--- config.mk ---
export PLATFORM = sky130hd
export DESIGN_NAME = fetch_unit
export DESIGN_NICKNAME = d
export VERILOG_FILES = /design/src/rtl/mips_pkg.sv /design/src/rtl/next_pc_sel.sv /design/src/rtl/fetch_unit.sv
export SDC_FILE = /design/constraint.sdc
export NUM_CORES = 1
export LEC_CHECK = 0
export ABC_AREA = 1
export BUFFER_PORTS_ARGS = -buffer_cell sky130_fd_sc_hd__buf_4
export CAP_MARGIN = 20
export CORE_MARGIN = 2
export CORE_UTILIZATION = 50
export CTS_CLUSTER_DIAMETER = 200
export DETAILED_ROUTE_END_ITERATION = 16
export PLACE_DENSITY = 0.82
export SETUP_SLACK_MARGIN = 0.02
export SLEW_MARGIN = 10
export SYNTH_ARGS = -nofsm -noshare
export SYNTH_HDL_FRONTEND = slang
export SYNTH_SLANG_ARGS = --single-unit
--- constraint.sdc ---
create_clock -name clk -period 3.2 [get_ports clk]
set_input_delay 0.16 -clock clk [delete_from_list [all_inputs] [get_ports clk]]
set_output_delay 0.16 -clock clk [all_outputs]
set_load 0.1 [all_outputs]
--- src/rtl/mips_pkg.sv ---
// rtl/mips_pkg.sv - shared MIPS opcode, field-position and fetch-state definitions
package mips_pkg;

    localparam logic [5:0] OP_RTYPE = 6'h00;
    localparam logic [5:0] OP_J     = 6'h02;
    localparam logic [5:0] OP_JAL   = 6'h03;
    localparam logic [5:0] OP_BEQ   = 6'h04;
    localparam logic [5:0] OP_ADDI  = 6'h08;
    localparam logic [5:0] OP_LW    = 6'h23;
    localparam logic [5:0] OP_SW    = 6'h2B;

    localparam int OPCODE_MSB = 31;
    localparam int OPCODE_LSB = 26;
    localparam int TARGET_MSB = 25;
    localparam int TARGET_LSB = 0;
    localparam int IMM_MSB    = 15;
    localparam int IMM_LSB    = 0;

    typedef enum logic [1:0] {
        S_IDLE = 2'd0,
        S_REQ  = 2'd1,
        S_EXEC = 2'd2
    } fetch_state_e;

    function automatic logic [5:0] opcode_of(input logic [31:0] instr);
        return instr[OPCODE_MSB:OPCODE_LSB];
    endfunction

    function automatic logic is_known_op(input logic [5:0] op);
        return (op == OP_RTYPE) || (op == OP_J)    || (op == OP_JAL) ||
               (op == OP_BEQ)   || (op == OP_ADDI) || (op == OP_LW)  ||
               (op == OP_SW);
    endfunction

endpackage

--- src/rtl/next_pc_sel.sv ---
// rtl/next_pc_sel.sv - combinational next-PC mux: jump target, taken branch, or pc+4
module next_pc_sel
    import mips_pkg::*;
(
    input  logic [31:0] pc_plus4,
    input  logic [31:0] instr,
    input  logic        jump,
    input  logic        branch,
    input  logic        zero,
    output logic [31:0] next_pc
);

    logic [31:0] jump_target;
    logic [31:0] branch_target;
    logic        unused_opcode;

    assign jump_target   = {pc_plus4[31:28], instr[TARGET_MSB:TARGET_LSB], 2'b00};
    assign branch_target = pc_plus4 + {{14{instr[IMM_MSB]}}, instr[IMM_MSB:IMM_LSB], 2'b00};
    assign unused_opcode = ^instr[OPCODE_MSB:OPCODE_LSB];

    // jump is tested first so an undriven branch from the decoder on j cannot leak in
    always_comb begin
        next_pc = pc_plus4;
        if (jump) begin
            next_pc = jump_target;
        end else if (branch && zero) begin
            next_pc = branch_target;
        end
    end

endmodule

--- src/rtl/fetch_unit.sv ---
// rtl/fetch_unit.sv - instruction fetch stage: PC register, imem req/ack fetch FSM, retire counter
module fetch_unit
    import mips_pkg::*;
#(
    parameter logic [31:0] RESET_PC = 32'h0000_0000
)
(
    input  logic        clk,
    input  logic        reset,
    output logic        imem_req,
    output logic [31:0] imem_addr,
    input  logic        imem_ack,
    input  logic [31:0] imem_rdata,
    output logic [31:0] instr,
    output logic        instr_valid,
    input  logic        exec_done,
    input  logic        jump,
    input  logic        branch,
    input  logic        zero,
    output logic [31:0] pc,
    output logic [31:0] pc_plus4,
    output logic [31:0] instr_count
);

    fetch_state_e state_q, state_d;
    logic [31:0]  pc_q, pc_d;
    logic [31:0]  instr_q, instr_d;
    logic         valid_q, valid_d;
    logic         req_q, req_d;
    logic [31:0]  count_q, count_d;
    logic [31:0]  next_pc;

    assign pc_plus4 = pc_q + 32'd4;

    next_pc_sel u_next_pc_sel (
        .pc_plus4 (pc_plus4),
        .instr    (instr_q),
        .jump     (jump),
        .branch   (branch),
        .zero     (zero),
        .next_pc  (next_pc)
    );

    always_comb begin
        state_d = state_q;
        pc_d    = pc_q;
        instr_d = instr_q;
        valid_d = valid_q;
        req_d   = req_q;
        count_d = count_q;
        case (state_q)
            S_IDLE: begin
                state_d = S_REQ;
                req_d   = 1'b1;
            end
            S_REQ: begin
                if (imem_ack) begin
                    instr_d = imem_rdata;
                    valid_d = 1'b1;
                    req_d   = 1'b0;
                    state_d = S_EXEC;
                end
            end
            S_EXEC: begin
                // control inputs only matter on the retiring cycle
                if (exec_done) begin
                    pc_d    = next_pc;
                    valid_d = 1'b0;
                    req_d   = 1'b1;
                    count_d = count_q + 32'd1;
                    state_d = S_REQ;
                end
            end
            default: begin
                state_d = S_IDLE;
                req_d   = 1'b0;
                valid_d = 1'b0;
            end
        endcase
    end

    always_ff @(posedge clk) begin
        if (reset) begin
            state_q <= S_IDLE;
            pc_q    <= RESET_PC;
            instr_q <= 32'h0;
            valid_q <= 1'b0;
            req_q   <= 1'b0;
            count_q <= 32'h0;
        end else begin
            state_q <= state_d;
            pc_q    <= pc_d;
            instr_q <= instr_d;
            valid_q <= valid_d;
            req_q   <= req_d;
            count_q <= count_d;
        end
    end

    assign imem_req    = req_q;
    assign imem_addr   = pc_q;
    assign pc          = pc_q;
    assign instr       = instr_q;
    assign instr_valid = valid_q;
    assign instr_count = count_q;

endmodule
==> summary.log <==
[power] fraction of power consumed by sequential logic 39.3%
[clock_network] Sinks on Clock Net 97
[die] effective utilization at floorplan 51.3%
[clock_network] number of buffers created by CTS 9
[timing] slew margin rel. 38.8%
[setup_path] CP max stage delay 380 ps
[clock_network] number of hold buffers added after CTS 0
[synthesis] leading area contributor after synthesis sky130_fd_sc_hd__dfxtp_1
[setup_path] start-to-end type of the worst setup path flip-flop to flip-flop
[global_routing] global-route wire length before repair 44100 um
[setup_path] element type at the critical path start flip-flop
[synthesis] synthesized netlist cell count 1305
[cells_and_area] Post-Layout Inst Area 0.0105 mm^2
[cells_and_area] net total in the final layout 1585
[die] boundary pin count 201
[power] Internal Power 2.07 mW
[worst_hold_path] launch instance of the worst min-delay path imem_rdata[5]
[global_routing] number of antenna violations at the first check in global routing 0
[timing] post-route clock period utilization 95.6%
[timing] slew at the pin closest to its max-slew limit 912 ps
[place] Worst Setup Slack post-DPL -38.5 ps
[worst_hold_path] Hold WC Path Type primary input to flip-flop
[setup_path] data arrival time of the critical path 3270 ps
[clock_network] CTS tree yes
[synthesis] Mapped Area 0.00782 mm^2
[power] P_sw 1.22 mW
[setup_path] Crit. End Element flip-flop
[status] status finished, final reports clean
[synthesis] synth top area cells sky130_fd_sc_hd__dfxtp_1 25%, sky130_fd_sc_hd__nand2_1 17%, sky130_fd_sc_hd__inv_1 9.5%
[setup_path] Reg2Reg Depth 19
[timing] final-report max-slew violation count 0
[clock_network] htree depth 3
[synthesis] number of warning messages in the yosys log 0
[timing] Worst Slack Setup Final 140 ps
[setup_path] cell mode on critical path sky130_fd_sc_hd__nand2_1
[timing] final total negative setup slack 0 ps
[setup_path] Worst Path Required 3410 ps
[detailed_routing] Detailed Routing Iterations Pass 1 5
[die] floorplan core area 0.0153 mm^2
[synthesis] share of the synthesized area in the top cell type 24.8%
[timing] Achievable Freq 327 MHz
[timing] Final Hold Slack 89.4 ps
[power] overall power 3.29 mW
[timing] worst setup skew after layout 7.65 ps
[setup_path] crit path max-delay cell type sky130_fd_sc_hd__dfxtp_4
[die] Die Area 0.0167 mm^2
[clock_network] clock latency of the later-clocked register in the worst-skew pair 350 ps
[setup_path] cells along the critical path ha_4 > nand2_2 > nor2_4 > nand2_1 > inv_2 > nand4_1 > xor2_4 > ha_4 > nand2_1 > nor2_2 > inv_1 > nor2_1 > nand2_1 > nand2_1 > nand2_1 > nand3_1 > nand3_2 > nand2_1 > a21oi_1
[cells_and_area] area growth from synthesis to layout 34.3%
[place] placement-stage cell area 0.00994 mm^2
[detailed_routing] routed len/inst 16.7 um
[detailed_routing] Vias/cell 5.32
[power] combinational share of power 26.6%
[power] standby leakage power 4.97 nW
[power] power density over cell area 314 mW/mm^2
[clock_network] maximum clock path buffer count 2
[cells_and_area] number of standard cells in the layout, taps in and fillers out 1724
[place] final estimated routing congestion in global placement 0.966
[die] row count 45
[cells_and_area] # diodes 0
[clock_network] CTS clock-pin slew for the worst setup and hold paths 70 ps
[clock_network] buffer cell driving the clock tree root sky130_fd_sc_hd__clkbuf_16
[place] placed insts 1704
[timing] Hold Violations, Final 0
[detailed_routing] number of remaining DRC errors 0
[global_routing] GR Util All Layers 34.0%
[die] Die Width 129 um
[global_routing] pin count of the biggest net entering global routing 44
[power] largest vdd supply drop 0.000471 V
[place] quantity of I/O buffers inserted on ports 194
[power] switch share 37.1%
[power] clock network fraction of total power 34.1%
[place] Detail Placement HPWL 22800 um
[cells_and_area] fraction of final layout cells with drive strength greater than 1 28.0%
[detailed_routing] violation count after the first detailed-routing iteration 683
[synthesis] average size of a mapped cell 5.99 um^2
[synthesis] flop and latch count out of synthesis 97
[worst_hold_path] Worst Hold Path Cells 3
[cells_and_area] final core utilization 68.9%
[synthesis] Seq/Total Area, Yosys 24.8%
[detailed_routing] number of antenna-violating nets in the routed design 0
[setup_path] Reg2Reg Setup Slack 140 ps
[detailed_routing] via total after detailed routing 9170
[global_routing] number of global-route vias before repair 8372
[setup_path] Buffers & Inverters on Critical Path 2
[global_routing] overflow left after global routing 0
[setup_path] highest fanout seen on the critical path 5
[timing] number of setup violations in the final report 0
[synthesis] Netlist cell types 42
[setup_path] family with the most delay on the worst path simple AND/OR/NAND/NOR gates
[setup_path] worst r2r dst imem_addr[20]
[die] die height 129 um
[timing] post-layout minimum cycle time 3060 ps
[setup_path] launch instance of the worst register-to-register path imem_addr[3]
[timing] unrepaired setup endpoints after global routing yes
[detailed_routing] Detailed Route WL 28700 um
[flow_run] max capacitance violation total 0
[worst_hold_path] capture endpoint of the worst hold path instr[5]
cells in the mapped netlist (all sizes together):
| cell | instances |
|---|---|
| xor2 | 19 |
| nor3 | 22 |
| nor2 | 128 |
| o211ai | 6 |
| a221oi | 1 |
| a31oi | 2 |
| nor3b | 6 |
| o21bai | 5 |
| clkinv | 1 |
| conb | 1 |
| nand3 | 87 |
| a21oi | 131 |
| or2 | 9 |
| o221a | 1 |
| ha | 37 |
| clkbuf | 28 |
| nand2 | 371 |
| and2 | 5 |
| xnor2 | 6 |
| inv | 200 |
| a21o | 2 |
| nand4 | 19 |
| o21ai | 72 |
| dfxtp | 97 |
| fa | 1 |
| buf | 41 |
| nand3b | 3 |
| nor4 | 3 |
| o221ai | 1 |
registers in the layout (all words and copies together) (netlist names):
name         count
state_q          1
instr_count     32
instr_valid      1
imem_addr       30
imem_req         1
instr           32
how the worst max path moves through the flow:
stage                      start  cells past startpoint       endpoint
floorplan           imem_addr[2]                     15  imem_addr[30]
global placement    imem_addr[8]                     20  imem_addr[22]
detailed placement  imem_addr[3]                     19  imem_addr[22]
CTS                 imem_addr[3]                     19  imem_addr[10]
global route        imem_addr[3]                     19  imem_addr[18]
finish              imem_addr[3]                     19  imem_addr[20]
cells in the final DEF (no fill, tap or decap), drive strengths merged, types with 9 or more instances in the layout:
| cell | count |
|---|---|
| a21oi | 131 |
| o21ai | 72 |
| xor2 | 19 |
| or2 | 9 |
| ha | 37 |
| dfxtp | 97 |
| nand2 | 371 |
| nor3 | 22 |
| nand3 | 87 |
| nor2 | 128 |
| clkbuf | 9 |
| buf | 256 |
| inv | 198 |
| nand4 | 19 |
worst reg2reg max path: stages, from the launching register on:
cell and delay [ps]:
sky130_fd_sc_hd__dfxtp_4 380, sky130_fd_sc_hd__ha_4 140, sky130_fd_sc_hd__nand2_2 70, sky130_fd_sc_hd__nor2_4 190
sky130_fd_sc_hd__nand2_1 110, sky130_fd_sc_hd__inv_2 90, sky130_fd_sc_hd__nand4_1 210, sky130_fd_sc_hd__xor2_4 240
sky130_fd_sc_hd__ha_4 310, sky130_fd_sc_hd__nand2_1 100, sky130_fd_sc_hd__nor2_2 150, sky130_fd_sc_hd__inv_1 90
sky130_fd_sc_hd__nor2_1 170, sky130_fd_sc_hd__nand2_1 120, sky130_fd_sc_hd__nand2_1 70, sky130_fd_sc_hd__nand2_1 50
sky130_fd_sc_hd__nand3_1 90, sky130_fd_sc_hd__nand3_2 160, sky130_fd_sc_hd__nand2_1 130, sky130_fd_sc_hd__a21oi_1 60
routing by layer:
metal | global-route usage (%) | share of wire [%] | vias to the layer above
met3 | 6.61 | 8.5 | 61
met4 | 11.1 | 2.9 | 0
li1 | - | - | 4519
met1 | 46.1 | 43 | 4177
met5 | 0 | 0 | -
met2 | 54.7 | 46 | 413
power by group through the flow:
stage | sequential (mW) | clock (mW) | combinational (mW)
after floorplan | 1.59 | 0 | 0.368
after global placement | 1.32 | 0 | 0.850
after detailed placement | 1.32 | 0 | 0.855
after CTS | 1.29 | 1.13 | 0.858
after global routing | 1.30 | 1.18 | 0.920
final | 1.30 | 1.12 | 0.875
cell families after synthesis:
family          synth area share, %
fa+ha+maj                      6.17
flops                          24.8
xor+xnor                       2.80
compound gates                 14.8
buf+inv                        14.7
other cells                  0.0479
simple gates                   36.7
area by class of cell:
class / count / area, um^2
Sequential cell: 97 / 1990
Fill cell: 1398 / 4750
Clock buffer: 9 / 225
Tap cell: 211 / 264
Inverter: 201 / 769
Multi-Input combinational cell: 943 / 5260
Timing Repair Buffer: 256 / 1930
Clock inverter: 7 / 78.8
repair_timing:
action,4_1_cts,5_1_grt
setup endpoints to repair,2,18
gates resized for setup,2,64
buffers inserted,0,4
pin swaps,0,21
No activity file was read; power rests on OpenSTA's default activity.
